[config.mk]
export PLATFORM = sky130hd
export DESIGN_NAME = fifo_1r1w_level
export DESIGN_NICKNAME = d
export VERILOG_FILES = /design/src/rtl/fifo_level_pkg.sv /design/src/rtl/ram_1r1w_async.sv /design/src/rtl/fifo_1r1w_level.sv
export SDC_FILE = /design/constraint.sdc
export NUM_CORES = 1
export LEC_CHECK = 0
export ABC_CLOCK_PERIOD_IN_PS = 3740
export CAP_MARGIN = 20
export CORE_AREA = 2 2 132 134
export CTS_CLUSTER_SIZE = 14
export DETAILED_ROUTE_END_ITERATION = 16
export DIE_AREA = 0 0 134 136
export PLACE_DENSITY = 0.74
export SLEW_MARGIN = 25
export SYNTH_ARGS = -nofsm -noshare
export SYNTH_HDL_FRONTEND = slang
export SYNTH_SLANG_ARGS = --single-unit
[constraint.sdc]
create_clock -name clk_i -period 3.74 [get_ports clk_i]
set_input_delay 1.122 -clock clk_i [delete_from_list [all_inputs] [get_ports clk_i]]
set_output_delay 1.122 -clock clk_i [all_outputs]
set_load 0.1 [all_outputs]
[src/rtl/fifo_level_pkg.sv]
// Shared types and helpers for the level-tracking 1R1W FIFO.
// Holds the priming/run state encoding and the depth calculation.
package fifo_level_pkg;

   typedef enum logic [0:0] {
      PRIME = 1'b0,
      RUN   = 1'b1
   } fifo_state_e;

   localparam int unsigned fifo_min_depth_log2_c = 32'd1;
   localparam int unsigned fifo_max_depth_log2_c = 32'd10;

   function automatic int unsigned fifo_depth(input int unsigned depth_log2);
      return 32'd1 << depth_log2;
   endfunction

endpackage

[src/rtl/ram_1r1w_async.sv]
// Storage array for the FIFO: one synchronous write port, one asynchronous read port.
// Contents are deliberately not reset; the FIFO pointers define which entries are live.
module ram_1r1w_async
   import fifo_level_pkg::*;
#(
   parameter int unsigned width_p      = 32'd25,
   parameter int unsigned depth_log2_p = 32'd3
)(
   input  logic                    clk_i,
   input  logic                    w_v_i,
   input  logic [depth_log2_p-1:0] w_addr_i,
   input  logic [width_p-1:0]      w_data_i,
   input  logic [depth_log2_p-1:0] r_addr_i,
   output logic [width_p-1:0]      r_data_o
);

   localparam int unsigned depth_lp = fifo_depth(depth_log2_p);

   logic [width_p-1:0] mem_r [0:depth_lp-1];

   // Write port: capture data on the rising edge when the write strobe is high.
   always_ff @(posedge clk_i) begin
      if (w_v_i) begin
         mem_r[w_addr_i] <= w_data_i;
      end
   end

   assign r_data_o = mem_r[r_addr_i];

endmodule

[src/rtl/fifo_1r1w_level.sv]
// 1-read/1-write FIFO with occupancy count, almost-full/empty flags, flush and a
// priming mode that withholds output until a fill level is reached.
module fifo_1r1w_level
   import fifo_level_pkg::*;
#(
   parameter int unsigned width_p       = 32'd25,
   parameter int unsigned depth_log2_p  = 32'd3,
   parameter int unsigned prime_level_p = 32'd4,
   parameter int unsigned af_level_p    = 32'd6,
   parameter int unsigned ae_level_p    = 32'd1,
   parameter int unsigned rearm_p       = 32'd1
)(
   input  logic                    clk_i,
   input  logic                    reset_i,
   input  logic                    flush_i,
   input  logic [width_p-1:0]      data_i,
   input  logic                    valid_i,
   output logic                    ready_o,
   output logic [width_p-1:0]      data_o,
   output logic                    valid_o,
   input  logic                    yumi_i,
   output logic [depth_log2_p:0]   count_o,
   output logic                    almost_full_o,
   output logic                    almost_empty_o,
   output logic                    underrun_o
);

   localparam int unsigned depth_lp = fifo_depth(depth_log2_p);
   localparam int unsigned cw_lp    = depth_log2_p + 32'd1;

   localparam bit prime_en_lp = (prime_level_p != 32'd0);
   localparam bit rearm_lp    = (rearm_p != 32'd0);

   // prime_m1 lets "count >= prime" be written as "count > prime-1" without a compare against zero.
   localparam logic [cw_lp-1:0] prime_m1_lp = prime_en_lp ? cw_lp'(prime_level_p - 32'd1) : '0;
   localparam logic [cw_lp-1:0] af_lvl_lp   = cw_lp'(af_level_p);
   localparam logic [cw_lp-1:0] ae_lvl_lp   = cw_lp'(ae_level_p);
   localparam logic [cw_lp-1:0] one_lp      = cw_lp'(32'd1);

   localparam fifo_state_e init_state_lp = prime_en_lp ? PRIME : RUN;

   if ((depth_log2_p < fifo_min_depth_log2_c) || (depth_log2_p > fifo_max_depth_log2_c)) begin : g_bad_depth
      $error("fifo_1r1w_level: depth_log2_p out of range 1..10");
   end
   if (prime_level_p > depth_lp) begin : g_bad_prime
      $error("fifo_1r1w_level: prime_level_p exceeds depth");
   end
   if ((af_level_p < 32'd1) || (af_level_p > depth_lp)) begin : g_bad_af
      $error("fifo_1r1w_level: af_level_p out of range 1..depth");
   end
   if (ae_level_p > (depth_lp - 32'd1)) begin : g_bad_ae
      $error("fifo_1r1w_level: ae_level_p out of range 0..depth-1");
   end
   if (rearm_p > 32'd1) begin : g_bad_rearm
      $error("fifo_1r1w_level: rearm_p must be 0 or 1");
   end

   logic [cw_lp-1:0] wr_ptr_r, rd_ptr_r, count_r;
   logic [cw_lp-1:0] wr_ptr_s, rd_ptr_s, count_s;
   fifo_state_e      state_r, state_s;
   logic             ready_r, valid_r, af_r, ae_r, underrun_r;
   logic             ready_s, valid_s, af_s, ae_s, underrun_s;
   logic             enq_s, deq_s, w_v_s, empty_s, full_s, prime_hit_s;

   assign enq_s = valid_i & ready_r;
   assign deq_s = yumi_i & valid_r;
   assign w_v_s = enq_s & ~flush_i & ~reset_i;

   // Next-state: pointers, count, priming FSM and every registered status flag.
   always_comb begin
      wr_ptr_s    = wr_ptr_r + {{depth_log2_p{1'b0}}, enq_s};
      rd_ptr_s    = rd_ptr_r + {{depth_log2_p{1'b0}}, deq_s};
      count_s     = count_r + {{depth_log2_p{1'b0}}, enq_s} - {{depth_log2_p{1'b0}}, deq_s};
      prime_hit_s = !prime_en_lp || (count_r > prime_m1_lp);
      state_s     = state_r;
      underrun_s  = 1'b0;

      case (state_r)
         PRIME: begin
            if (prime_hit_s) begin
               state_s = RUN;
            end else begin
               state_s = PRIME;
            end
         end
         RUN: begin
            if (rearm_lp && (count_r == one_lp) && deq_s && !enq_s) begin
               state_s    = PRIME;
               underrun_s = 1'b1;
            end else begin
               state_s = RUN;
            end
         end
         default: begin
            state_s = init_state_lp;
         end
      endcase

      empty_s = (wr_ptr_s == rd_ptr_s);
      full_s  = (wr_ptr_s[cw_lp-1] != rd_ptr_s[cw_lp-1]) &&
                (wr_ptr_s[cw_lp-2:0] == rd_ptr_s[cw_lp-2:0]);
      ready_s = !full_s;
      valid_s = !empty_s && (state_s == RUN);
      af_s    = (count_s >= af_lvl_lp);
      ae_s    = (count_s <= ae_lvl_lp);
   end

   // State registers; reset and flush clear the FIFO identically.
   always_ff @(posedge clk_i) begin
      if (reset_i || flush_i) begin
         wr_ptr_r   <= '0;
         rd_ptr_r   <= '0;
         count_r    <= '0;
         state_r    <= init_state_lp;
         ready_r    <= 1'b1;
         valid_r    <= 1'b0;
         af_r       <= 1'b0;
         ae_r       <= 1'b1;
         underrun_r <= 1'b0;
      end else begin
         wr_ptr_r   <= wr_ptr_s;
         rd_ptr_r   <= rd_ptr_s;
         count_r    <= count_s;
         state_r    <= state_s;
         ready_r    <= ready_s;
         valid_r    <= valid_s;
         af_r       <= af_s;
         ae_r       <= ae_s;
         underrun_r <= underrun_s;
      end
   end

   ram_1r1w_async #(
      .width_p      (width_p),
      .depth_log2_p (depth_log2_p)
   ) u_ram (
      .clk_i    (clk_i),
      .w_v_i    (w_v_s),
      .w_addr_i (wr_ptr_r[depth_log2_p-1:0]),
      .w_data_i (data_i),
      .r_addr_i (rd_ptr_r[depth_log2_p-1:0]),
      .r_data_o (data_o)
   );

   assign ready_o        = ready_r;
   assign valid_o        = valid_r;
   assign count_o        = count_r;
   assign almost_full_o  = af_r;
   assign almost_empty_o = ae_r;
   assign underrun_o     = underrun_r;

endmodule

==> summary.md <==
| Metric | Value |
|---|---|
| Sequential power share | between 50% and 60% |
| Max Slew Vio Count | 0 |
| Total grt overflow | 0 |
| Vias in the first global route | 4275 |
| Root buffer cell | clkbuf_16 |
| Xor/xnor cell area share of the yosys netlist | under 10% |
| Skew final | 14.4 ps |
| # rows | 48 |
| Critical-path cell list | buf_12 -> mux4_1 -> mux2_2 -> buf_12 |
| Ys Warns | 0 |
| DRT antenna net count | 0 |
| I/O pin count | 64 |
| Combinational share of power | around 4.5% |
| Reg-to-reg startpoint | ready_o$_SDFF_PP1_ |
| Worst IR Drop VDD | 0.298 mV |
| Synthesis-stage register bit count | 218 |
| Drt first-iter violations | around 270 |
| Post-Layout Inst Area | between 10000 and 15000 sq um |
| CTS clk-pin slew, worst paths | 60 ps |
| Minimum clock period | roughly 3500 ps |
| Core region area | approximately 17000 sq um |
| Initial antenna violation count | 0 |
| Final WL | between 15 and 20 mm |
| Share of cells above drive strength 1 | between 20% and 30% |
| Uppermost layer routed | met4 |
| Htree depth | 1 |
| Synth Area in Simple Gates | 2.42% |
| Worst Setup EP | data_o[14] |
| Worst path required time | between 2000 and 3000 ps |
| P&R area growth vs syn | 22.4% |
| Die height | roughly 140 um |
| Post-synth cell types | 35 |
| Post_cts resized | 0 |
| P_sw | about 1.0 mW |
| WL/cell | approximately 21 um |
| DRC viols | 0 |
| N_diodes | 0 |
| Post-Synth Adder-Cell Area | between 1 and 1.5% |
| WP data arrival | around 2400 ps |
| Placed Cells | slightly below 700 |
| 1st-pass router iterations | 4 |
| Post-DP Area | around 10000 sq um |
| Crit-path most repeated cell | buf_12 |
| R2R setup slack | between 1500 and 2000 ps |
| Initial Util | around half |
| Largest net degree at the start of global routing | 54 |
| Post-CTS setup buffers | 0 |
| CTS tree | yes |
| Worst stage delay on the critical path | 660 ps |
| Die width | approximately 130 um |
| Post-synthesis mux area share | between 10% and 20% |
| Worst setup SP type | register |
| Slowest cell on the critical path | mux4_1 |
| CTS max path bufs | 3 |
| Post-Syn Instances | 394 |
| RSZ-0062 raised after global routing | no |
| Mapped cell area | around 8600 sq um |
| Total track usage | 17.1% |
| Routed wl met3 | 694 um |
| Leakage power | between 3 and 4 nW |
| Setup TNS | 0 ps |
| FF-to-FF path depth | 9 |
| Syn Area/Cell | ~22 sq um |
| CP endpoint kind | output pin |
| Actual slew at the worst max-slew pin | ~480 ps |
| Outcome | complete, no violations |
| Max Cap Viol | 0 |
| Max FO, Critical Path | between 50 and 60 |
| CTS Sinks | approximately 220 |
| Placer Congestion | ~0.73 |
| Int Power | 4.01 mW |
| CTS Buf Count | 23 |
| WL met2 | a little under 8 mm |
| Pwr per Cell Area | 475 nW/um^2 |
| Critical Path Start | rd_ptr_r[0]$_SDFF_PP0_ |
| Crit path kind | register to output pin |
| Min Hold Slack | 472 ps |
| Via count | between 4000 and 5000 |
| Clock Power Share | around 42% |
| # hold bufs at CTS | 0 |
| Via/cell ratio | about 5.7 |
| Port bufs | 63 |
| FF-to-FF End | almost_full_o$_SDFF_PP0_ |
| Worst skew pair latency | a little under 500 ps |
| Fin. Hold Viols | 0 |
| Setup violators final | 0 |
| Final worst-path cycle share | roughly 94% |
| Final Total Pwr | 5.01 mW |
| HP Start | state_r$_SDFF_PP0_ |
| Register area share after synthesis | around three quarters |
| Filler cells | roughly 1100 |
| Post-synthesis compound-gate area fraction | 1.31% |
| Worst slew margin | between 60 and 70% |
| First-pass GRT wire length | approximately 24 mm |
| Full die area | around 18000 sq um |
| Fin cells | slightly above 700 |
| Hold crit path type | register to register |
| Fmax | 285 MHz |
| M1 WL | ~6.4 mm |
| DP HPWL | 9.22 mm |
| Fin nets | between 500 and 600 |
| Switching share of power | about a fifth |
| Largest family of logic cells by synthesized area | multiplexers |
| Mapped Nets | between 400 and 500 |
## worst min-delay path by stage
stage,to,slack [ps],depth (start not counted)
after floorplan,underrun_o$_SDFF_PP0_,440,2
after global placement,underrun_o$_SDFF_PP0_,460,2
after detailed placement,underrun_o$_SDFF_PP0_,460,2
after CTS,underrun_o$_SDFF_PP0_,470,2
after global routing,underrun_o$_SDFF_PP0_,500,2
final,underrun_o$_SDFF_PP0_,470,2
## power by group through the flow
stage | Clock, mW | Sequential, mW | Combinational (mW)
floorplan | 0 | 2.75 | 0.0970
global placement | 0 | 2.73 | 0.220
detailed placement | 0 | 2.73 | 0.226
CTS | 2.14 | 2.68 | 0.227
global route | 2.23 | 2.68 | 0.237
finish | 2.11 | 2.68 | 0.225
## cell families after synthesis
logic type      Yosys count
flops                   218
mux                      75
simple gates             43
buf+inv                  25
compound gates           16
xor+xnor                  9
fa+ha+maj                 8
## layout by cell type (no fill, tap or decap), drive strengths merged
cell type and count:
edfxtp 200, buf 52, mux4 50, clkdlybuf4s50 29, mux2 25, clkbuf 25, dfxtp 18, nor2 14
clkinv 11, inv 8, nand2 7, ha 7, xnor2 6, a21oi 6, nand3 5, and2 4
nand2b 3, or3 2, xor2 2, o21ai 2, o221a 2, and3 2, bufinv 2, nor3 2
or2 1, a21o 1, o41ai 1, nand4 1, a221oi 1, a32oi 1, xor3 1, nand3b 1
a21boi 1, a31o 1, nor4 1, fa 1, clkinvlp 1
## metal layers
metal	global-route usage [%]	vias up
met1	22.6	2120
met3	2.72	34
met4	5.61	0
met2	29.5	129
li1	-	1845
met5	0	-
## final cells by class
| class | instances | area, sq um | share of cell area, % |
|---|---|---|---|
| multi-input cells | 151 | 2160 | 20.5 |
| clock inverters | 14 | 115 | 1.09 |
| flip-flops and latches | 218 | 6370 | 60.3 |
| well taps | 225 | 282 | 2.67 |
| clock buffers | 25 | 583 | 5.52 |
| repair buffers | 81 | 1020 | 9.65 |
| inverters | 8 | 30.0 | 0.284 |
## critical path, delay by kind of cell, from the launching register on
kind,cells,cell delay [ps]
buffers and inverters,2,460
flip-flops,1,340
multiplexers,2,1000
## sequential cells by signal (all words and copies together) (netlist names)
name            flops
u_ram.mem_r       200
count_o             4
rd_ptr_r            4
wr_ptr_r            4
almost_empty_o      1
almost_full_o       1
ready_o             1
state_r             1
underrun_o          1
valid_o             1
## stage by stage
step | utilization [%] | setup WS, ps
after floorplan | - | 23.9
after global placement | 58.4 | 545
after detailed placement | 58.4 | 509
after CTS | 62.6 | 249
after global routing | 62.6 | 201
final | 62.6 | 233
## synthesized netlist by cell type (all sizes together)
master	n	area, sq um
edfxtp	200	6010
mux4	50	1310
mux2	25	282
dfxtp	18	360
nor2	14	52.6
buf	9	82.6
clkbuf	8	30.0
inv	8	30.0
ha	7	87.6
nand2	7	26.3
a21oi	6	30.0
xnor2	6	52.6
nand3	5	25.0
and2	4	25.0
nand2b	3	18.8
and3	2	12.5
nor3	2	10.0
o21ai	2	10.0
o221a	2	22.5
or3	2	12.5
xor2	2	17.5
a21boi	1	7.51
a21o	1	7.51
a221oi	1	8.76
a31o	1	8.76
a32oi	1	8.76
fa	1	20.0
nand3b	1	7.51
nand4	1	6.26
nor4	1	6.26
o41ai	1	8.76
or2	1	6.26
xor3	1	27.5
Power figures use the tool's default switching activity.
